<file path="src/rtl/alu_ctrl_pkg.sv">
// rtl/alu_ctrl_pkg.sv - shared opcodes, widths and enums for the ALU issue controller
// Contents: datapath widths, opcode constants, controller state enum, op-class enum.

package alu_ctrl_pkg;

  localparam int unsigned OP_W   = 8;
  localparam int unsigned DATA_W = 32;
  localparam int unsigned PC_W   = 32;

  localparam logic [OP_W-1:0] OP_ADD    = 8'h00;
  localparam logic [OP_W-1:0] OP_SUB    = 8'h01;
  localparam logic [OP_W-1:0] OP_MUL    = 8'h02;
  localparam logic [OP_W-1:0] OP_MEM_LO = 8'h10;
  localparam logic [OP_W-1:0] OP_MEM_HI = 8'h1F;
  localparam logic [OP_W-1:0] OP_JUMP   = 8'h31;
  localparam logic [OP_W-1:0] OP_NOP    = 8'hFF;

  typedef enum logic [1:0] {
    ST_IDLE,
    ST_EXEC,
    ST_WB
  } state_e;

  typedef enum logic [1:0] {
    CLS_ARITH,
    CLS_MEM,
    CLS_JUMP,
    CLS_ILLEGAL
  } op_class_e;

endpackage

</file>
<file path="src/rtl/alu_op_class.sv">
// rtl/alu_op_class.sv - combinational opcode classifier and execution latency lookup
// Ports:
//   opcode_i    decoded opcode
//   op_class_o  arithmetic / mem / jump / illegal
//   latency_o   countdown load value (MUL_LATENCY for MUL, 1 otherwise)

module alu_op_class
  import alu_ctrl_pkg::*;
#(
  parameter int unsigned MUL_LATENCY = 4
) (
  input  logic [OP_W-1:0] opcode_i,
  output op_class_e       op_class_o,
  output logic [3:0]      latency_o
);

  always_comb begin
    op_class_o = CLS_ILLEGAL;
    latency_o  = 4'd1;
    if (opcode_i == OP_ADD || opcode_i == OP_SUB || opcode_i == OP_MUL) begin
      op_class_o = CLS_ARITH;
    end else if (opcode_i >= OP_MEM_LO && opcode_i <= OP_MEM_HI) begin
      op_class_o = CLS_MEM;
    end else if (opcode_i == OP_JUMP) begin
      op_class_o = CLS_JUMP;
    end
    if (opcode_i == OP_MUL) begin
      latency_o = 4'(MUL_LATENCY);
    end
  end

endmodule

</file>
<file path="src/rtl/alu_issue_ctrl.sv">
// rtl/alu_issue_ctrl.sv - decode-to-ALU issue sequencer with writeback hold and jump flush
// Ports:
//   clock, reset_c                      clock, async active-low reset
//   dec_valid/dec_ready, dec_*          decoded operation handshake and payload
//   alu_val1/2, alu_instr, alu_stall    registered ALU inputs, result-held indicator
//   alu_out, alu_write_en, alu_pc_*     ALU results sampled at end of execution
//   wb_valid/wb_stall, wb_*             captured result towards writeback
//   flush_in                            squash in-flight operation
//   flush_valid, flush_pc               one-cycle jump redirect
//   illegal_op, busy                    unsupported-op pulse, not idle

module alu_issue_ctrl
  import alu_ctrl_pkg::*;
#(
  parameter int unsigned MUL_LATENCY = 4,
  parameter int unsigned DST_W       = 5
) (
  input  logic              clock,
  input  logic              reset_c,
  input  logic              dec_valid,
  output logic              dec_ready,
  input  logic [OP_W-1:0]   dec_opcode,
  input  logic [DATA_W-1:0] dec_val1,
  input  logic [DATA_W-1:0] dec_val2,
  input  logic [DST_W-1:0]  dec_dst,
  output logic [DATA_W-1:0] alu_val1,
  output logic [DATA_W-1:0] alu_val2,
  output logic [OP_W-1:0]   alu_instr,
  output logic              alu_stall,
  input  logic [DATA_W-1:0] alu_out,
  input  logic              alu_write_en,
  input  logic [PC_W-1:0]   alu_pc_branch,
  input  logic              alu_pc_branch_val,
  output logic              wb_valid,
  input  logic              wb_stall,
  output logic [DST_W-1:0]  wb_dst,
  output logic [DATA_W-1:0] wb_data,
  output logic              wb_we,
  output logic              wb_mem,
  input  logic              flush_in,
  output logic              flush_valid,
  output logic [PC_W-1:0]   flush_pc,
  output logic              illegal_op,
  output logic              busy
);

  state_e            state_q, state_d;
  logic [3:0]        cnt_q, cnt_d;
  op_class_e         cls_q, cls_d;
  logic [OP_W-1:0]   instr_q, instr_d;
  logic [DATA_W-1:0] val1_q, val1_d, val2_q, val2_d;
  logic [DST_W-1:0]  dst_q, dst_d;
  logic [DATA_W-1:0] wb_data_q, wb_data_d;
  logic [DST_W-1:0]  wb_dst_q, wb_dst_d;
  logic              wb_we_q, wb_we_d;
  logic              wb_mem_q, wb_mem_d;
  logic              flush_valid_q, flush_valid_d;
  logic [PC_W-1:0]   flush_pc_q, flush_pc_d;
  logic              illegal_q, illegal_d;

  op_class_e  dec_cls;
  logic [3:0] dec_lat;
  logic       accept;

  alu_op_class #(.MUL_LATENCY(MUL_LATENCY)) u_op_class (
    .opcode_i   (dec_opcode),
    .op_class_o (dec_cls),
    .latency_o  (dec_lat)
  );

  // A new op may enter while the previous result drains out of WB.
  assign dec_ready = ((state_q == ST_IDLE) || (state_q == ST_WB && !wb_stall)) && !flush_in;
  assign accept    = dec_valid && dec_ready;

  always_comb begin
    state_d       = state_q;
    cnt_d         = cnt_q;
    cls_d         = cls_q;
    instr_d       = instr_q;
    val1_d        = val1_q;
    val2_d        = val2_q;
    dst_d         = dst_q;
    wb_data_d     = wb_data_q;
    wb_dst_d      = wb_dst_q;
    wb_we_d       = wb_we_q;
    wb_mem_d      = wb_mem_q;
    flush_pc_d    = flush_pc_q;
    flush_valid_d = 1'b0;
    illegal_d     = 1'b0;

    case (state_q)
      ST_EXEC: begin
        if (cnt_q != 4'd0) begin
          cnt_d = cnt_q - 4'd1;
        end else begin
          case (cls_q)
            CLS_ARITH, CLS_MEM: begin
              wb_data_d = alu_out;
              wb_we_d   = alu_write_en;
              wb_mem_d  = (cls_q == CLS_MEM);
              wb_dst_d  = dst_q;
              state_d   = ST_WB;
            end
            CLS_JUMP: begin
              // A jump without a valid target is reported rather than redirecting fetch.
              if (alu_pc_branch_val) begin
                flush_valid_d = 1'b1;
                flush_pc_d    = alu_pc_branch;
              end else begin
                illegal_d = 1'b1;
              end
              state_d = ST_IDLE;
              instr_d = OP_NOP;
            end
            default: begin
              state_d = ST_IDLE;
              instr_d = OP_NOP;
            end
          endcase
        end
      end
      ST_WB: begin
        if (!wb_stall) begin
          state_d = ST_IDLE;
          instr_d = OP_NOP;
        end
      end
      default: ;
    endcase

    // Accept only happens from IDLE or a draining WB, both of which already
    // leave state IDLE / alu_instr NOP, so an illegal op only needs the pulse.
    if (accept) begin
      if (dec_cls == CLS_ILLEGAL) begin
        illegal_d = 1'b1;
      end else begin
        state_d = ST_EXEC;
        cnt_d   = dec_lat;
        cls_d   = dec_cls;
        instr_d = dec_opcode;
        val1_d  = dec_val1;
        val2_d  = dec_val2;
        dst_d   = dec_dst;
      end
    end

    // Flush overrides any capture or redirect decided above.
    if (flush_in) begin
      state_d       = ST_IDLE;
      instr_d       = OP_NOP;
      cnt_d         = 4'd0;
      wb_data_d     = wb_data_q;
      wb_dst_d      = wb_dst_q;
      wb_we_d       = wb_we_q;
      wb_mem_d      = wb_mem_q;
      flush_pc_d    = flush_pc_q;
      flush_valid_d = 1'b0;
      illegal_d     = 1'b0;
    end
  end

  always_ff @(posedge clock or negedge reset_c) begin
    if (!reset_c) begin
      state_q       <= ST_IDLE;
      cnt_q         <= 4'd0;
      cls_q         <= CLS_ILLEGAL;
      instr_q       <= OP_NOP;
      val1_q        <= '0;
      val2_q        <= '0;
      dst_q         <= '0;
      wb_data_q     <= '0;
      wb_dst_q      <= '0;
      wb_we_q       <= 1'b0;
      wb_mem_q      <= 1'b0;
      flush_valid_q <= 1'b0;
      flush_pc_q    <= '0;
      illegal_q     <= 1'b0;
    end else begin
      state_q       <= state_d;
      cnt_q         <= cnt_d;
      cls_q         <= cls_d;
      instr_q       <= instr_d;
      val1_q        <= val1_d;
      val2_q        <= val2_d;
      dst_q         <= dst_d;
      wb_data_q     <= wb_data_d;
      wb_dst_q      <= wb_dst_d;
      wb_we_q       <= wb_we_d;
      wb_mem_q      <= wb_mem_d;
      flush_valid_q <= flush_valid_d;
      flush_pc_q    <= flush_pc_d;
      illegal_q     <= illegal_d;
    end
  end

  assign alu_val1    = val1_q;
  assign alu_val2    = val2_q;
  assign alu_instr   = instr_q;
  assign alu_stall   = (state_q == ST_WB);
  assign wb_valid    = (state_q == ST_WB);
  assign wb_dst      = wb_dst_q;
  assign wb_data     = wb_data_q;
  assign wb_we       = wb_we_q;
  assign wb_mem      = wb_mem_q;
  assign flush_valid = flush_valid_q;
  assign flush_pc    = flush_pc_q;
  assign illegal_op  = illegal_q;
  assign busy        = (state_q != ST_IDLE);

endmodule

</file>
<file path="config.mk">
export PLATFORM = sky130hd
export DESIGN_NAME = alu_issue_ctrl
export DESIGN_NICKNAME = d
export VERILOG_FILES = /design/src/rtl/alu_ctrl_pkg.sv /design/src/rtl/alu_op_class.sv /design/src/rtl/alu_issue_ctrl.sv
export SDC_FILE = /design/constraint.sdc
export NUM_CORES = 1
export LEC_CHECK = 0
export ABC_AREA = 1
export BUFFER_PORTS_ARGS = -buffer_cell sky130_fd_sc_hd__buf_2
export CAP_MARGIN = 0
export CORE_MARGIN = 2
export CORE_UTILIZATION = 44
export CTS_BUF_LIST = sky130_fd_sc_hd__clkbuf_4 sky130_fd_sc_hd__clkbuf_8
export DETAILED_ROUTE_END_ITERATION = 10
export HOLD_SLACK_MARGIN = 0.06
export PLACE_DENSITY_LB_ADDON = 0.12
export SLEW_MARGIN = 15
export SYNTH_ARGS = -nofsm -noshare
export SYNTH_HDL_FRONTEND = slang
export SYNTH_SLANG_ARGS = --single-unit
</file>
<file path="constraint.sdc">
create_clock -name clock -period 1.8 [get_ports clock]
set_input_delay 0.45 -clock clock [delete_from_list [all_inputs] [get_ports clock]]
set_output_delay 0.45 -clock clock [all_outputs]
set_load 0.01 [all_outputs]
</file>
# == Word level (Yosys, flattened, before mapping) ==
# Index checks and enable logic that the tools add are counted.
# W data, S select, Z words.
# word_totals
register_bits,158
inputBits,148
out_inout_bits,149
word_cells,81
# op_classes
add_sub_neg,1
order_cmp,2
n_eq_ne,8
mux,35
bitwise_logic,3
n_reduce_logical,18
# op_table
op,count
$mux W8,6
$mux W4,5
$mux W2,8
$pmux W8 S2,1
$mux W1,13
$eq A8 B1 Y1 const B,1
$eq A8 B2 Y1 const B,1
$eq A8 B6 Y1 const B,1
$ge A8 B5 Y1 const B,1
$le A8 B5 Y1 const B,1
$logic_not A8 Y1,1
$eq A2 B2 Y1 const B,3
$reduce_and A5 Y1,1
$eq A2 B1 Y1 const B,2
$logic_and A1 B1 Y1,4
$logic_not A2 Y1,2
$pmux W2 S2,1
$reduce_and A4 Y1,1
$reduce_bool A4 Y1,1
$sub A4 B1 Y4 const B,1
$logic_or A1 B1 Y1,3
$mux W3,1
$not A1 Y1,3
$logic_not A1 Y1,2
3 further kinds,3

# == Logic depth before layout (Yosys ltp) ==
# logic_depth
ltp_word,8
mapped_depth,11
mapped_depth_nobuf,9

# == By module ==
# Synthesis repeated with hierarchy kept, for this count alone.
# unflattened
hier_cells,761
area_unflattened_um2,6517.5
# modules_own_cells
module,n_inst,cells_per_inst,area_each_um2,seq_area_each_um2
alu_issue_ctrl,1,737,6399.9,3966.3
alu_op_class,1,24,117.6,0.0

# == Least setup slack after synthesis ==
# No wires, ideal clock.
# synth_path
path_type,register -> register
start,register state_q[0]
end,register val1_q[0] (netlist: alu_val1[0])
setup_time_ns,0.117
arrival_time_ns,1.627
required_time_ns,1.683
setup_slack_ns,0.056
stages_incl_launch_ff,10
n_path_buf,2
period_less_slack_ns,1.744
path_cell_list,dfrtp_1 -> inv_1 -> ha_1 -> a21oi_1 -> nor3_2 -> nand2_1 -> buf_2 -> buf_2 -> nand2_1 -> nand2_1
# synth_between
elab_chain_cells,6
word_cells_on_any_way,7
cone_classes,eq/ne: 1; reduce/logical: 6
# synth_rtl
element,line_no,rtl
"start, declared",alu_issue_ctrl.sv:47,"state_e state_q, state_d;"
"start signal, assigned",alu_issue_ctrl.sv:179,state_q <= state_d;
$eq A2 B2 Y1,--,
named net alu_stall,alu_issue_ctrl.sv:29,"output logic alu_stall,"
$logic_and A1 B1 Y1,alu_issue_ctrl.sv:72,assign dec_ready = ((state_q == ST_IDLE) || (state_q == ST_WB && !wb_stall)) && !flush_in;
$logic_or A1 B1 Y1,alu_issue_ctrl.sv:72,
$logic_and A1 B1 Y1,alu_issue_ctrl.sv:72,
$logic_and A1 B1 Y1,alu_issue_ctrl.sv:73,assign accept = dec_valid && dec_ready;
$reduce_and A2 Y1 (no source line),--,
"end signal, assigned",alu_issue_ctrl.sv:183,val1_q <= val1_d;
"end, declared",alu_issue_ctrl.sv:51,"logic [DATA_W-1:0] val1_q, val1_d, val2_q, val2_d;"
# The timed path passes the listed nets, and every way through them passes these cells.
# A chain may end at the register's enable or synchronous reset.

# == Final worst setup path ==
# layout_path
start,register state_q[1]
end,output port dec_ready
# layout_between
elab_chain_cells,4
word_cells_on_any_way,5
cone_classes,eq/ne: 1; reduce/logical: 4
# layout_rtl
element,line_no,rtl
$eq A2 B2 Y1,alu_issue_ctrl.sv:72,
$logic_and A1 B1 Y1,alu_issue_ctrl.sv:72,
$logic_or A1 B1 Y1 (*),alu_issue_ctrl.sv:72,
$logic_and A1 B1 Y1 (*),alu_issue_ctrl.sv:72,
"end, declared",alu_issue_ctrl.sv:21,"output logic dec_ready,"
# Every way passes the cells marked *; elsewhere a longest branch is shown, timed or not.

==> flow_metrics.tcl <==
set metrics [dict create \
    nets 1243 \
    vias 6256 \
    finalMaxSlewViolations 0 \
    ioPinCount 297 \
    clock_path_buffers 2 \
    clkLatencyLatePin_ns 0.46 \
    crit_path_start "state_q[1]$_DFF_PN0_" \
    max_stage_delay_ns 0.43 \
    die_x_microns 125.7 \
    ant_nets 0 \
    yosysSeqAreaShare_pct 60.90 \
    area_growth_pct 47.01 \
    syn_nets 913 \
    netlist_area_sq_um 6512 \
    criticalPathCategory "reg -> out" \
    slew_headroom_pct 70.62 \
    cp_cell_sequence "inv_2, ha_4, a21oi_4, nor2_1, buf_2" \
    leakage_nw 5.661 \
    antenna_found_initial 0 \
    timing.final.crit_share_pct 105.0 \
    wirelength_microns 20000 \
    setup_viol 51 \
    cts_tree "built" \
    drc_errors 0 \
    setup_slack_ns -0.08919 \
    hold_viol 0 \
    holdCritStartpoint "alu_pc_branch[17]" \
    r2r-start "state_q[1]$_DFF_PN0_" \
    synth_seq_cells 158 \
    grt_max_degree 45 \
    die-area_sq_um 15790 \
    yosys_warnings 0 \
    power_density_nw_per_um2 954.8 \
    final_cell_mix "nand2_1 (346), buf_2 (292), dfrtp_1 (148), nand3_1 (114), nand2_2 (25)" \
    vdd_drop_max_mv 0.6251 \
    dp_hpwl_microns 13000 \
    tightest_slew_ns 0.4406 \
    worstPathMaxFanout 2 \
    first_global_vias 5833 \
    rsz0062_at_grt "true" \
    clk_pin_slew_ns 0.08 \
    synth_top_cell_by_area "dfrtp_1" \
    yosys-top-cells-area "dfrtp_1 (57%), nand2_1 (22%), nand3_1 (9.8%)" \
    rows 44 \
    drive_above_1_share_pct 40.78 \
    grt_overflow 0 \
    initial_core_util_pct 44.98 \
    cp_slowest_cell "dfrtp_1" \
    hold_class "in -> reg" \
    vias_per_cell 4.868 \
    grt_pass1_wl_microns 29430 \
    dpl-instance-area_sq_um 8412 \
    yosysTopAreaCellShare_pct 56.87 \
    io_buffers 296 \
    fin_area_sq_um 9574 \
    avgSynthCellArea_sq_um 8.558 \
    end_kind "output pin" \
    die_height_microns 125.7 \
    core_area_sq_um 14480 \
    first_pass_iters 4 \
    h-tree-depth 4 \
    total_power_mw 9.142 \
    cts.sinks 158 \
    crit_required_ns 1.35 \
    violations "negative setup slack" \
    cts_root_buf "clkbuf_8" \
    drt_iter0_drc 389 \
    grtUsageTotal_pct 23.38 \
    cts_made_buffers 17 \
    crit_arrival_ns 1.44 \
    start_kind "register" \
    finalCriticalPeriod_ns 1.889 \
    finalClockSkew_ns 0.01037 \
    globalplace.congestion 0.8171 \
    synthCells 761 \
    final_common_cell "nand2_1" \
    yosysUniqueCellTypes 19 \
    outcome "finished with violations" \
    antenna_cells 0 \
    drv_cap 0 \
    timing.fmax_mhz 529.3 \
    wl_per_cell_microns 15.56 \
]
[timing repair]
action	CTS	global route
cloned	0	18
gates resized for setup	4	74
hold buffers	1	0
endpoints found under the setup margin	3	109
hold endpoints to repair	18	0
buffers inserted	3	8
pin swaps	2	27
[state kept, by name, summed over array words and instances, names as in the netlist, 2 cells and up]
signal,flops
alu_instr,8
alu_val1,32
alu_val2,32
cls_q,2
cnt_q,4
dst_q,5
flush_pc,32
state_q,2
wb_data,32
wb_dst,5
[metrics by stage]
step / setup TNS, ns / setup slack (ns) / instances / hold slack, ns / util [%]
finish: -2.937 / -0.08919 / 1285 / 0.1798 / 66.13
global route: -10.07 / -0.1780 / 1285 / 0.1513 / 66.13
CTS: -0.1450 / -0.08537 / 1260 / 0.1538 / 61.29
detailed placement: 0 / 0.04419 / 1227 / 0.3493 / 58.10
global placement: 0 / 0.06521 / 1227 / 0.3512 / 58.10
floorplan: 0 / 0.05620 / 761 / 0.1544 / -
[synth_stat cells (all sizes together)]
library cell	number
clkbuf	20
nor3	2
nand3	128
a21oi	5
inv	21
o21ai	7
dfstp	10
nor4	1
nand2	375
dfrtp	148
nand4	1
or2	1
buf	25
ha	4
nor2	13
[worst max-delay path, delay by kind of cell (launching register included)]
kind	cells	cell delay, ns
AO/OA/AOI/OAI	1	0.12
adder cells (fa/ha/maj)	1	0.17
buffers and inverters	2	0.22
flip-flops	1	0.43
AND/OR/NAND/NOR	1	0.05
[final cells by class]
cell class / instances / area, sq um
clock buffers: 22 / 284.0
clock inverters: 7 / 137.6
fillers: 1227 / 4905
inverters: 21 / 78.83
multi-input cells: 537 / 2464
flip-flops and latches: 158 / 3966
well taps: 184 / 230.2
repair buffers: 356 / 2414
[worst paths after layout]
kind / end / slack (ns) / cells past startpoint
worst max-delay path: dec_ready / -0.09 / 5
worst min-delay path: flush_pc[17]$_DFFE_PN0P_ / 0.18 / 3
worst max register to register: alu_val1[3]$_DFFE_PN0P_ / -0.09 / 10
worst min register to register: wb_dst[3]$_DFFE_PN0P_ / 0.47 / 2
max in group asynchronous: alu_val1[17]$_DFFE_PN0P_ / 0.81 / 3
min in group asynchronous: wb_data[27]$_DFFE_PN0P_ / 0.44 / 2
[cells by family (layout without fill, tap and decap cells)]
logic type / count (synthesis) / in the layout / synth area share (%)
compound gates: 12 / 12 / 0.9221
simple gates: 521 / 521 / 32.93
buf+inv: 66 / 406 / 4.477
fa+ha+maj: 4 / 4 / 0.7685
flops: 158 / 158 / 60.90
[metal layers]
layer  global-route usage (%)  vias to the layer above  part of all wire [%]
li1                         -                     3057                     -
met1                    31.09                     2923                    43
met2                    36.92                      249                    48
met3                    7.349                       27                   7.3
met4                    7.320                        0                   1.8
met5                        0                        -                     0
[power breakdown]
group / total (mW) / internal [mW] / switching, mW / leakage [nW]
registers: 4.40 / 4.10 / 0.306 / 2.07
logic: 1.89 / 0.806 / 1.08 / 3.37
clock network: 2.85 / 1.60 / 1.25 / 0.215
total: 9.14 / 6.50 / 2.64 / 5.66
(Power assumes the default switching activity.)
